<file path="src/rtl/bit_stream_serializer.sv">
// bit_stream_serializer
// Takes parallel words over a valid/ready handshake and emits them one bit per
// clock as a valid/bit stream for the downstream pattern detector. A one-word
// holding buffer lets the next word be queued while the current one shifts,
// so consecutive words come out with no gap cycles. `hold` pauses emission
// without dropping data.

module bit_stream_serializer #(
   parameter int WIDTH     = 8,
   parameter bit MSB_FIRST = 1'b1,
   parameter int CNT_W     = 16
) (
   input  logic             clk,
   input  logic             rst,
   input  logic             word_valid,
   input  logic [WIDTH-1:0] word_data,
   output logic             word_ready,
   input  logic             hold,
   output logic             bit_valid,
   output logic             bit_out,
   output logic             busy,
   output logic [CNT_W-1:0] words_sent
);

   localparam int CNT_IW  = (WIDTH > 2) ? $clog2(WIDTH) : 1;
   localparam int OUT_IDX = MSB_FIRST ? WIDTH - 1 : 0;

   typedef enum logic {
      ST_IDLE  = 1'b0,
      ST_SHIFT = 1'b1
   } state_t;

   state_t              state_reg, state_next;
   logic [WIDTH-1:0]    sreg_reg, sreg_next;
   logic [CNT_IW-1:0]   cnt_reg, cnt_next;
   logic [WIDTH-1:0]    hbuf_reg, hbuf_next;
   logic                hfull_reg, hfull_next;
   logic [CNT_W-1:0]    words_sent_reg, words_sent_next;

   logic                active;
   logic                accept;
   logic                bit_fire;
   logic                last_bit;
   logic [WIDTH-1:0]    sreg_shifted;

   // Shifter contents after one bit has been consumed: everything moves one
   // place toward the output end and a zero enters at the far end.
   genvar gi;
   generate
      for (gi = 0; gi < WIDTH; gi++) begin : g_shift
         if (MSB_FIRST) begin : g_msb
            if (gi == 0) begin : g_fill
               assign sreg_shifted[gi] = 1'b0;
            end else begin : g_move
               assign sreg_shifted[gi] = sreg_reg[gi-1];
            end
         end else begin : g_lsb
            if (gi == WIDTH - 1) begin : g_fill
               assign sreg_shifted[gi] = 1'b0;
            end else begin : g_move
               assign sreg_shifted[gi] = sreg_reg[gi+1];
            end
         end
      end
   endgenerate

   // Handshake and stream outputs; everything reads as zero while reset is held.
   always_comb begin
      active     = (state_reg == ST_SHIFT);
      word_ready = rst & ~hfull_reg;
      accept     = word_valid & word_ready;
      bit_fire   = rst & active & ~hold;
      last_bit   = bit_fire & (cnt_reg == CNT_IW'(WIDTH - 1));
      bit_valid  = bit_fire;
      bit_out    = rst & sreg_reg[OUT_IDX];
      busy       = rst & (active | hfull_reg);
      words_sent = words_sent_reg;
   end

   // Next-state logic: shifter load/shift, holding buffer fill/drain, word count.
   always_comb begin
      state_next      = state_reg;
      sreg_next       = sreg_reg;
      cnt_next        = cnt_reg;
      hbuf_next       = hbuf_reg;
      hfull_next      = hfull_reg;
      words_sent_next = words_sent_reg;

      case (state_reg)
         ST_IDLE: begin
            // An idle shifter takes the word directly so its first bit
            // appears in the very next cycle.
            if (accept) begin
               sreg_next  = word_data;
               cnt_next   = '0;
               state_next = ST_SHIFT;
            end
         end

         ST_SHIFT: begin
            if (last_bit) begin
               words_sent_next = words_sent_reg + CNT_W'(1);
               cnt_next        = '0;
               if (hfull_reg) begin
                  // Queued word goes straight in behind the finished one.
                  sreg_next  = hbuf_reg;
                  hfull_next = 1'b0;
               end else if (accept) begin
                  // Nothing queued, but a word arrives exactly in time.
                  sreg_next = word_data;
               end else begin
                  sreg_next  = sreg_shifted;
                  state_next = ST_IDLE;
               end
            end else begin
               if (bit_fire) begin
                  sreg_next = sreg_shifted;
                  cnt_next  = cnt_reg + CNT_IW'(1);
               end
               // word_ready is low while the buffer is full, so an accept
               // here always lands in an empty buffer.
               if (accept) begin
                  hbuf_next  = word_data;
                  hfull_next = 1'b1;
               end
            end
         end

         default: begin
            state_next = ST_IDLE;
         end
      endcase
   end

   // State registers with synchronous active-low reset that discards any word.
   always_ff @(posedge clk) begin
      if (!rst) begin
         state_reg      <= ST_IDLE;
         sreg_reg       <= '0;
         cnt_reg        <= '0;
         hbuf_reg       <= '0;
         hfull_reg      <= 1'b0;
         words_sent_reg <= '0;
      end else begin
         state_reg      <= state_next;
         sreg_reg       <= sreg_next;
         cnt_reg        <= cnt_next;
         hbuf_reg       <= hbuf_next;
         hfull_reg      <= hfull_next;
         words_sent_reg <= words_sent_next;
      end
   end

endmodule

</file>
<file path="config.mk">
export PLATFORM = sky130hd
export DESIGN_NAME = bit_stream_serializer
export DESIGN_NICKNAME = d
export VERILOG_FILES = /design/src/rtl/bit_stream_serializer.sv
export SDC_FILE = /design/constraint.sdc
export NUM_CORES = 1
export LEC_CHECK = 0
export ABC_CLOCK_PERIOD_IN_PS = 2100
export BUFFER_PORTS_ARGS = -buffer_cell sky130_fd_sc_hd__buf_2
export CAP_MARGIN = 30
export CORE_UTILIZATION = 55
export DETAILED_ROUTE_END_ITERATION = 7
export HOLD_SLACK_MARGIN = 0.12
export PLACE_DENSITY = 0.82
export SLEW_MARGIN = 20
export SYNTH_ARGS = -nofsm -noshare
export SYNTH_HDL_FRONTEND = slang
export SYNTH_SLANG_ARGS = --single-unit
</file>
<file path="constraint.sdc">
create_clock -name clk -period 2.1 [get_ports clk]
set_clock_uncertainty 0.2 [all_clocks]
set_input_delay 0.105 -clock clk [delete_from_list [all_inputs] [get_ports clk]]
set_output_delay 0.105 -clock clk [all_outputs]
set_load 0.05 [all_outputs]
</file>
Word level (Yosys, flattened, before mapping)
Cells that the tools add are included.

Add/sub/neg operators: 2. $mul: 0. Divide/modulo/power cells: 0. Order comparisons: 0. Equality and inequality tests: 3. Shifts and indexed selects: 0. Mux-type cells: 16. Bitwise logic cells: 12. Reductions and logical operators: 5.

Operators by type and width (count): 2-to-1 mux 8 bit (5); adder 16 x 1 -> 16 bit, second input constant (1); one-hot mux 8 bit (2 select lines) (1); 2-to-1 mux 3 bit (3); AND 1 bit (7); one-hot mux 3 bit (2 select lines) (1); AND reduction 2 bit (3); 2-to-1 mux 1 bit (5); NOT 1 bit (4); adder 3 x 1 -> 3 bit, second input constant (1); equality test 3 bit, second input constant (1); inequality test 3 x 2 -> 1 bit, second input constant (1); AND reduction 3 bit (1); inequality test 2 bit, second input constant (1); one-hot mux 1 bit (2 select lines) (1); nonzero test 2 bit (1); OR 1 bit (1).

Bits in registers: 37. Bits in latches: 0. RAM bits: 0. ROM bits: 0. Input bits: 12. Output and inout port bits: 20. Word-level logic and storage cells: 44. Memories: 0.

Longest topological paths before layout
Depth in word-level cells: 7. Depth in mapped cells: 7. Mapped depth without buffers: 6.

Worst setup path before layout
No wires, ideal clock.

Path kind: register -> register. From: reg words_sent_reg[0], in the netlist words_sent[0]. To: reg words_sent_reg[10], in the netlist words_sent[10]. Library setup time: 0.070 ns. Arrival: 1.657 ns. Required time: 1.830 ns. Slack: 0.173 ns. Cell stages (with the launch flop): 6. Buffers on the path: 0. Clock period less this slack: 1.927 ns. Path through: dfxtp_1 ha_1 and3_1 nand2_1 or3_1 a21oi_1.

Word-level cells in the longest chain between the ends: 1.

Ends and longest elaborated chain: start, declared (RTL line 38) `logic [CNT_W-1:0] words_sent_reg, words_sent_next;`; start signal, assigned (RTL line 150) `words_sent_reg <= words_sent_next;`; adder 16 x 1 -> 16 bit (RTL line 102) `words_sent_next = words_sent_reg + CNT_W'(1);`.

No other way between the ends. A chain may end at the register's enable or synchronous reset.

Worst setup path after layout
From: in rst. To: out busy.

Word-level cells in the longest chain between the ends: 1.

Ends and longest elaborated chain: start, declared (RTL line 14) `input logic rst,`; AND 1 bit (RTL line 76) `busy = rst & (active | hfull_reg);`; end, declared (RTL line 21) `output logic busy,`.

No other way between the ends.

==> results.sh <==
export IMPL_largest_register_ffs=16
export IMPL_setup_viol=0
export IMPL_ys_warn_count=0
export IMPL_wirelength_mm=4.17
export IMPL_insertion_delay_ns=0.34
export IMPL_drt_iter0_markers=84
export IMPL_path_clk_slew_ns=0.10
export IMPL_synth_common_cells="37 x dfxtp_1, 24 x nor2_1, 14 x mux2i_1"
export IMPL_ios=32
export IMPL_synth_edf_count=0
export IMPL_power_leakage_nw=1.06
export IMPL_syn_num_nets=226
export IMPL_status="complete, no violations"
export IMPL_netlist_instances=211
export IMPL_grt_pass1_vias=1480
export IMPL_ys_types=44
export IMPL_h_tree_depth=2
export IMPL_wl_per_cell_um=13.8
export IMPL_avgSynthCellArea_um2=9.22
export IMPL_multi_input_area_mm2=0.00109
export IMPL_yosys_most_used_dff="dfxtp_1"
export IMPL_vias_per_cell=5.64
export IMPL_place_area_mm2=0.00212
export IMPL_die_h_um=61.5
export IMPL_cts_tree="built"
export IMPL_ys_seq_area_share_pct=38.1
export IMPL_irDropWorstVdd_uv=425
export IMPL_critPathMaxStageDelay_ns=0.54
export IMPL_fp_dieW_um=61.5
export IMPL_cts_inserted_buffers=5
export IMPL_hp_class="reg2reg"
export IMPL_worstPathRequired_ns=1.79
export IMPL_grt_max_degree=25
export IMPL_finalHoldViolCount=0
export IMPL_clockBufferDepth=2
export IMPL_final_nets=270
export IMPL_routed_via_count=1704
export IMPL_synth_cell_area_mm2=0.00194
export IMPL_critPathArrivalTime_ns=1.69
export IMPL_area_growth_pct=17.9
export IMPL_fin_area_mm2=0.00229
export IMPL_maxCapViolCount=0
export IMPL_core_mm2=0.00336
export IMPL_gp_congestion=0.801
export IMPL_clockRootBuffer="clkbuf_4"
export IMPL_drive_above_1_share_pct=21.5
export IMPL_firstDrtPassIters=4
export IMPL_synth_most_common_cell="dfxtp_1"
export IMPL_relSlewSlack_pct=74.9
export IMPL_powerDensity_mw_per_mm2=568
export IMPL_crit_fanout=24
export IMPL_min_period_ns=1.99
export IMPL_ff_latch_area_um2=742
export IMPL_grt_usage_pct=24.2
export IMPL_ys_ff_latch=37
export IMPL_setup_tns_final_ns=0
export IMPL_antenna_found_initial=0
export IMPL_start_kind="input port"
export IMPL_worst_path_most_repeated_cell="buf_2"
export IMPL_synth_top_area_cell="dfxtp_1"
export IMPL_slew_viol_final=0
export IMPL_hpwl_mm=2.89
export IMPL_synthTopCellsByArea="dfxtp_1 38%, mux2i_1 7.2%, nor2_1 4.6%"
export IMPL_ant_nets=0
export IMPL_clock_sinks=37
export IMPL_path_class="in2out"
export IMPL_worstPathCellList="dlygate4sd3_1 > buf_2 > buf_4 > inv_1 > nor2_1 > buf_2"
export IMPL_min_period_over_period_pct=94.8
export IMPL_start_util_pct=57.8
export IMPL_die_area_mm2=0.00378
export IMPL_synth_top_area_share_pct=38.1
export IMPL_async_flop_share_pct=0
export IMPL_row_count=21
export IMPL_rsz0062_at_grt="no"
export IMPL_cpMaxStageDelayCell="dlygate4sd3_1"
export IMPL_drcViolationCount=0
export IMPL_antennaDiodeCount=0
export IMPL_portBuffers=31
export IMPL_endpoint_kind="output port"
export IMPL_worst_pin_slew_ns=0.376
export IMPL_grt_pass1_wl_mm=6.60
export IMPL_nFillCells=275
export IMPL_fmax_ghz=0.502
export IMPL_gr_total_overflow=0
==> what timing repair did <==
item,in CTS,in global routing
hold endpoints to repair,19,0
gates resized for setup,0,1
hold buffers,12,0
setup buffers,0,0
setup endpoints to repair,0,1
==> per-layer routing <==
metal | vias up | share of wire [%] | GRT usage [%]
met5 | - | 0 | 0
met4 | 0 | 1.9 | 8.89
met3 | 10 | 6.6 | 7.14
met2 | 56 | 47 | 39.3
met1 | 770 | 45 | 30.5
li1 | 868 | - | -
==> power by group <==
group	internal, mW	total (mW)	switching (mW)	leakage (nW)
registers	0.724	0.750	0.0255	0.301
logic	0.0887	0.195	0.107	0.736
clock network	0.133	0.357	0.224	0.0265
==> path summary, 6_finish.rpt <==
kind	from	end	slack [ns]	depth (start not counted)
worst max-delay path	rst	busy	0.11	6
worst min register to register	cnt_reg[1]	cnt_reg[1]	0.28	2
worst max register to register	active	sreg_reg[0]	0.11	5
worst min-delay path	cnt_reg[1]	cnt_reg[1]	0.28	2
==> cell type report <==
type / count / area share [%]
multi-input combinational: 156 / 47.5
sequential: 37 / 32.4
timing repair buffer: 52 / 15.0
tap: 46 / 2.51
clock buffer: 8 / 2.13
inverter: 3 / 0.491
==> metrics by stage <==
stage                     hold WS [ns]  setup WS (ns)  cells  util (%)  power (mW)
after global routing             0.299        0.00894    302      68.2        1.37
final                            0.283          0.109    302      68.2        1.30
after CTS                        0.284          0.102    302      68.1        1.30
after floorplan                 0.0367          0.173    211         -       0.892
after detailed placement         0.167          0.204    282      63.1       0.940
after global placement           0.157          0.257    282      63.1       0.936
==> critical path, delay by kind of cell <==
family,cells,cell delay (ns)
and+or+nand+nor,1,0.11
buffers and inverters,5,1.46
==> cells by family (layout without fill, tap and decap cells) <==
family                     after synthesis  after routing  share of synthesized area [%]
DFF                                     37             37                           38.1
adders and majority gates                3              3                           1.93
buffers and inverters                   18             63                           5.86
and+or+nand+nor                         82             82                           24.7
AOI/OAI and AO/OA                       48             48                           18.1
muxes                                   14             14                           7.21
xor gates and xnor gates                 9              9                           4.05
==> cell usage in the layout, fill, tap and decap left out, types with 6 or more instances in the layout <==
cell type	netlist	final
nand4_1	7	7
xnor2_1	6	6
mux2i_1	14	14
buf_2	7	31
and3_1	8	8
nand2_1	13	13
a32o_1	6	6
nand3_1	8	8
nand2b_1	6	6
dfxtp_1	37	36
a211oi_1	6	6
o21ai_1	11	11
dlygate4sd3_1	0	12
buf_4	2	9
nor2_1	24	24
o221a_1	6	6
No activity file was read; power rests on OpenSTA's default activity.
